File: src/rtl/cache_ctrl.sv
// Direct-mapped cache tag controller: lookup, line fill via next level, flush.
// Optional hit/miss statistics counters are enabled by defining CACHE_STATS_EN.
module cache_ctrl #(
    parameter int TAG_W = 6,
    parameter int IDX_W = 2
) (
    input  logic                   clk,
    input  logic                   reset,
    input  logic                   cpu_req,
    input  logic [TAG_W+IDX_W-1:0] cpu_addr,
    input  logic                   flush,
    output logic                   cpu_busy,
    output logic                   cpu_done,
    output logic                   cpu_hit,
    output logic [IDX_W-1:0]       tag_addr,
    output logic [TAG_W-1:0]       tag_din,
    output logic                   tag_dwr,
    input  logic [TAG_W-1:0]       tag_dout,
    output logic                   mem_req,
    input  logic                   mem_ack,
    output logic [7:0]             hit_cnt,
    output logic [7:0]             miss_cnt
);
    localparam int ENTRIES = 1 << IDX_W;

    typedef enum logic [2:0] {
        IDLE,
        LOOKUP,
        FILL,
        UPDATE,
        DONE,
        FLUSH
    } state_t;

    state_t             state_reg, state_next;
    logic [TAG_W-1:0]   req_tag_reg;
    logic [IDX_W-1:0]   req_idx_reg;
    logic               hit_reg;
    logic [ENTRIES-1:0] valid_reg, valid_next;
    logic               lookup_hit;

    assign lookup_hit = valid_reg[req_idx_reg] && (tag_dout == req_tag_reg);

    // Per-entry valid update: flush clears everything, a fill marks its own line.
    for (genvar gi = 0; gi < ENTRIES; gi++) begin : g_valid
        assign valid_next[gi] = (state_reg == FLUSH) ? 1'b0 :
                                ((state_reg == UPDATE) && (req_idx_reg == IDX_W'(gi))) ? 1'b1 :
                                valid_reg[gi];
    end

    always_comb begin
        state_next = state_reg;
        case (state_reg)
            IDLE: begin
                if (flush)
                    state_next = FLUSH;
                else if (cpu_req)
                    state_next = LOOKUP;
            end
            LOOKUP:  state_next = lookup_hit ? DONE : FILL;
            FILL:    if (mem_ack) state_next = UPDATE;
            UPDATE:  state_next = DONE;
            DONE:    state_next = IDLE;
            FLUSH:   state_next = IDLE;
            default: state_next = IDLE;
        endcase
    end

    always_ff @(posedge clk) begin
        if (reset) begin
            state_reg   <= IDLE;
            req_tag_reg <= '0;
            req_idx_reg <= '0;
            hit_reg     <= 1'b0;
            valid_reg   <= '0;
        end else begin
            state_reg <= state_next;
            valid_reg <= valid_next;
            // flush wins over a simultaneous request, so the address is not captured then
            if ((state_reg == IDLE) && !flush && cpu_req) begin
                req_tag_reg <= cpu_addr[TAG_W+IDX_W-1:IDX_W];
                req_idx_reg <= cpu_addr[IDX_W-1:0];
            end
            if (state_reg == LOOKUP)
                hit_reg <= lookup_hit;
        end
    end

    assign cpu_busy = (state_reg != IDLE);
    assign cpu_done = (state_reg == DONE);
    assign cpu_hit  = (state_reg == DONE) && hit_reg;
    assign mem_req  = (state_reg == FILL);
    assign tag_dwr  = (state_reg == UPDATE);
    assign tag_addr = req_idx_reg;
    assign tag_din  = req_tag_reg;

`ifdef CACHE_STATS_EN
    logic [7:0] hit_cnt_reg, miss_cnt_reg;

    // Saturating counters; only reset clears them, flush leaves them alone.
    always_ff @(posedge clk) begin
        if (reset) begin
            hit_cnt_reg  <= '0;
            miss_cnt_reg <= '0;
        end else if (state_reg == LOOKUP) begin
            if (lookup_hit && (hit_cnt_reg != 8'hFF))
                hit_cnt_reg <= hit_cnt_reg + 8'd1;
            if (!lookup_hit && (miss_cnt_reg != 8'hFF))
                miss_cnt_reg <= miss_cnt_reg + 8'd1;
        end
    end

    assign hit_cnt  = hit_cnt_reg;
    assign miss_cnt = miss_cnt_reg;
`else
    assign hit_cnt  = 8'd0;
    assign miss_cnt = 8'd0;
`endif

endmodule
File: config.mk
export PLATFORM = sky130hd
export DESIGN_NAME = cache_ctrl
export DESIGN_NICKNAME = d
export VERILOG_FILES = /design/src/rtl/cache_ctrl.sv
export SDC_FILE = /design/constraint.sdc
export NUM_CORES = 1
export LEC_CHECK = 0
export CAP_MARGIN = 5
export CORE_ASPECT_RATIO = 1.5
export CORE_MARGIN = 4
export CORE_UTILIZATION = 39
export CTS_CLUSTER_SIZE = 10
export DETAILED_ROUTE_END_ITERATION = 10
export MAX_ROUTING_LAYER = met4
export PLACE_DENSITY = 0.87
export SLEW_MARGIN = 15
export SYNTH_ARGS = -nofsm -noshare
export SYNTH_HDL_FRONTEND = slang
export SYNTH_SLANG_ARGS = --single-unit
File: constraint.sdc
create_clock -name clk -period 2.5 [get_ports clk]
set_clock_uncertainty 0.2 [all_clocks]
set_input_delay 0.25 -clock clk [delete_from_list [all_inputs] [get_ports clk]]
set_output_delay 0.25 -clock clk [all_outputs]
set_load 0.005 [all_outputs]
== Yosys cells after proc, flatten, opt, wreduce, memory -nomap -nowiden ==
Index checks and enable logic that the tools add are counted.

* Order comparisons: 1
* Equality and inequality tests: 11
* Multiplexer cells: 7
* Reduce and logical (&&, ||, !) cells: 14

{| class="wikitable"
|+ Operators with widths
! kind !! number
|-
| 3-bit two-way mux || 4
|-
| 3-bit case mux with 4 select lines || 1
|-
| 1-bit logical AND || 8
|-
| 3-bit by 2-bit == test with 1-bit output (second input constant) || 2
|-
| 3-bit == test (second input constant) || 2
|-
| 6-bit == test || 1
|-
| 2-bit == test (second input constant) || 2
|-
| 3-bit by 1-bit == test with 1-bit output (second input constant) || 1
|-
| 3-bit logical NOT || 1
|-
| 2-bit by 3-bit < comparator with 1-bit output (second input constant) || 1
|-
| 3-bit != test (second input constant) || 1
|-
| 3-bit nonzero test || 1
|-
| 1-bit binary-select mux with 2-bit select || 1
|-
| 2-bit by 1-bit == test with 1-bit output (second input constant) || 1
|-
| 2-bit logical NOT || 1
|-
| 2-bit by 1-bit != test with 1-bit output (second input constant) || 1
|-
| 2-bit AND reduction || 1
|-
| 2-bit OR reduction || 1
|-
| 1-bit logical NOT || 1
|-
| 1-bit two-way mux || 1
|}

* Bits in registers: 16
* Output and inout bits: 29

== Depth between registers and ports, before layout ==
Gate-level depths: netlist of the first run.

* Depth after elaboration: 5
* Depth in mapped cells: 5
* Gate-level depth less buffers: 4

== Worst setup path before layout of the first run ==
Ideal clock, no wire load.

* Path type: flip-flop to flip-flop
* Start point: reg req_idx_reg[0], in the netlist tag_addr[0]
* End point: reg hit_reg
* Library setup time: 124 ps
* Arrival: 1131 ps
* Setup slack: 1044 ps
* Cell stages (with the launch flop): 4
* Buffers on the path: 0
* Clock period less this slack: 1456 ps
* Cells stage by stage: dfxtp_1 mux4_1 nand3_1 o31ai_1

* Longest elaborated chain between the ends: 3

{| class="wikitable"
|+ RTL lines
! item !! line !! RTL
|-
| from (decl) || 37 || <nowiki>logic [IDX_W-1:0] req_idx_reg;</nowiki>
|-
| from (signal assigned) || 82 || <nowiki>req_idx_reg <= cpu_addr[IDX_W-1:0];</nowiki>
|-
| 1-bit binary-select mux with 2-bit select || 42 || <nowiki>assign lookup_hit = valid_reg[req_idx_reg] && (tag_dout == req_tag_reg);</nowiki>
|-
| 1-bit two-way mux (implied by the code) || 42 ||
|-
| 1-bit logical AND || 42 ||
|-
| to (signal assigned) || 85 || <nowiki>hit_reg <= lookup_hit;</nowiki>
|-
| to (decl) || 38 || <nowiki>logic hit_reg;</nowiki>
|}

No other way between the ends. The select of a mux whose other input is x is not followed.
A chain may end at the register's enable or synchronous reset.

== Worst setup path in the final report of the first run ==
* Start point: reg state_reg[1]
* End point: out cpu_hit

* Longest elaborated chain between the ends: 2

{| class="wikitable"
|+ RTL lines
! item !! line !! RTL
|-
| from (decl) || 35 || <nowiki>state_t state_reg, state_next;</nowiki>
|-
| from (signal assigned) || 77 || <nowiki>state_reg <= state_next;</nowiki>
|-
| 3-bit == test || 91 || <nowiki>assign cpu_hit = (state_reg == DONE) && hit_reg;</nowiki>
|-
| 1-bit logical AND || 91 ||
|-
| to (decl) || 14 || <nowiki>output logic cpu_hit,</nowiki>
|}

No other way between the ends.

==> results.yml, run 1 <==
outcome:
  run_status: "complete, no violations"
place:
  place_hpwl_um: 1680
  globalplace.congestion: 0.741
  port-buffer-count: 31
  placed_area_um2: 1150
timing:
  setup_viol: 0
  rsz0062_at_grt: "false"
  drv_slew: 0
  fin_setup_tns_ps: 0
  period_share_pct: 88.8
  post-route-min-period_ps: 2220
  max_freq_ghz: 0.450
  worstMarginPinSlew_ps: 515
  slew_headroom_pct: 65.5
  final_hold_viol_count: 0
synthesis:
  async_reset_ff_share_pct: 0
  avgSynthCellArea_um2: 8.35
  ys.flop_type: "dfxtp_1"
  yosysWarnings: 0
  synth_cells: 108
  synth_top_area_share_pct: 35.5
  yosysTopAreaCell: "dfxtp_1"
  syn_area_um2: 902
  synth.distinct_cells: 34
  synth-edff-count: 0
  seq_area_frac_synth_pct: 35.5
  yosys-top-cells-area: "dfxtp_1, buf_4, xnor2_1, o21ai_0, nand3_1"
  ys_seq_elements: 16
  synth.top_cells.by_count: "buf_4, dfxtp_1, o21ai_0"
route:
  drt_wl_total_um: 2070
  met2_length_um: 1110
  top_layer_used: "met4"
  vias_per_cell: 5.07
  met1Wirelength_um: 777
  drt_iter0_markers: 30
  vias: 806
  drc: 0
  avgRoutedWirePerCell_um: 13.0
  firstDrtPassIters: 4
  met3_length_um: 138
  ant_nets: 0
power:
  p_leak_nw: 0.441
  peakVddDrop_mv: 0.423
  power.density_cell_area_nw_per_um2: 548
clocking:
  hold_buffers: 0
  clk_latency_ps: 290
  clk_pin_slew_ps: 100
  cts.sink_count: 16
  cts_buffer_depth: 2
  cts_tree: "built"
  cts_resized: 0
  cts-root-buf: "clkbuf_4"
  postCtsSetupRepairBufs: 0
  cts_buffers: 3
  h-tree-depth: 1
layout:
  drive_above_1_share_pct: 5.15
  area_growth_pct: 31.6
  largest_reg_flops: 6
  finalInstanceArea_um2: 1190
  nets: 156
  antenna_cells: 0
  utilization_pct: 53.2
critical_path:
  path_max_fanout: 9
  worstSetupPathType: "reg2out"
  crit_chain: "inv_1 -> and3_1 -> and2_1 -> clkdlybuf4s50_1"
  crit_path_top_delay_cell: "dfxtp_1"
  startpoint: "state_reg[1]$_SDFFE_PP0P_"
  reg2reg_slack_ps: 910
  crit_required_ps: 2050
  r2r-start: "tag_addr[0]$_SDFFE_PP0P_"
  cp-start-kind: "register"
  crit_arrival_ps: 1770
  critPathCaptureType: "output pin"
  slowest_delay_ps: 530
global_route:
  grt-ovfl-total: 0
  grt_first_pass_wirelength_um: 3280
  antenna_found_initial: 0
  grtUsageTotal_pct: 14.6
  grt_pass1_vias: 795
  grt_max_degree: 15
floorplanning:
  num_io_pins: 48
  core_um2: 2230
  die-area_um2: 3160
  die_w_um: 47.3
  die_y_um: 66.9
  start_util_pct: 40.4
  rows: 21
min_path:
  hold_start: "valid_reg[2]$_SDFFE_PP0P_"
  hp-class: "reg2reg"
flow_run:
  maxCapViolCount: 0
## per-layer routing
metal	vias up	track usage, %
met5	-	-
met4	0	7.27
met3	4	1.89
met2	41	25.8
met1	363	14.8
li1	398	-
## cell usage in the layout, fill, tap and decap left out
| cell | synthesis | routed |
|---|---|---|
| mux4_1 | 1 | 1 |
| nor3b_1 | 1 | 1 |
| xor2_1 | 1 | 1 |
| nand4_1 | 1 | 1 |
| nor2b_1 | 2 | 2 |
| inv_1 | 4 | 4 |
| or3_1 | 1 | 1 |
| a31oi_1 | 4 | 4 |
| conb_1 | 1 | 16 |
| nor3_4 | 1 | 1 |
| a31o_2 | 1 | 1 |
| dfxtp_1 | 16 | 16 |
| nor3_1 | 1 | 1 |
| clkbuf_8 | 0 | 1 |
| clkdlybuf4s50_1 | 0 | 31 |
| and3b_1 | 1 | 1 |
| o21ai_0 | 10 | 10 |
| o311a_1 | 1 | 1 |
| and3_1 | 1 | 1 |
| o21ai_1 | 1 | 1 |
| nand3_1 | 9 | 9 |
| and2_1 | 2 | 2 |
| nand2_1 | 1 | 1 |
| a2111oi_0 | 1 | 1 |
| nor2_1 | 5 | 5 |
| a21oi_1 | 8 | 8 |
| inv_2 | 1 | 1 |
| xnor2_1 | 6 | 6 |
| clkbuf_4 | 0 | 3 |
| o41ai_1 | 1 | 1 |
| nand2b_1 | 2 | 2 |
| o31ai_1 | 1 | 1 |
## cell families after synthesis
kind of cell / Yosys count / synth area share (%)
AO/OA/AOI/OAI: 28 / 18.2
XOR/XNOR: 7 / 6.80
buffers and inverters: 27 / 18.3
flip-flops: 16 / 35.5
multiplexers: 1 / 2.91
other: 1 / 0.416
AND/OR/NAND/NOR: 28 / 17.9
## path summary, 6_finish.rpt
check,end,cells after the start
worst max-delay path,cpu_hit,4
worst min-delay path,valid_reg[2]$_SDFFE_PP0P_,2
worst max register to register,state_reg[1]$_SDFFE_PP0P_,3
worst min register to register,valid_reg[2]$_SDFFE_PP0P_,2
## critical path, delay by kind of cell (launching register included)
kind | cells | cell delay [ps]
and+or+nand+nor | 2 | 370
buffers and inverters | 2 | 580
DFF | 1 | 530
## stage by stage
stage	cells	power, mW	worst slack, ps	hold slack [ps]
global route	159	0.691	191	316
floorplan	123	0.417	1040	153
CTS	159	0.657	286	278
finish	159	0.651	279	273
detailed placement	155	0.483	631	256
global placement	155	0.475	686	250
## cell type report
cell class	count	area, um2
Inverter	5	18.8
Multi-Input combinational cell	80	473
Tap cell	23	28.8
Sequential cell	16	320
Clock buffer	4	36.3
Timing Repair Buffer	31	310
Fill cell	218	1050
## power breakdown
group | internal (mW) | leakage, nW | total [mW] | switching [mW]
registers | 0.272 | 0.130 | 0.303 | 0.0307
clock network | 0.0888 | 0.0210 | 0.173 | 0.0841
logic | 0.0942 | 0.290 | 0.175 | 0.0805
total | 0.455 | 0.441 | 0.651 | 0.195
Note: power is estimated with default switching activity, not from simulation.
==> run 2, diff against run 1 <==
--- a/config.mk
+++ b/config.mk
@@ -17,3 +17,4 @@
 export SYNTH_ARGS = -nofsm -noshare
 export SYNTH_HDL_FRONTEND = slang
 export SYNTH_SLANG_ARGS = --single-unit
+export TNS_END_PERCENT = 20
==> results of run 2 <==
The final DEF is identical to that of run 1; final timing and power are the same.
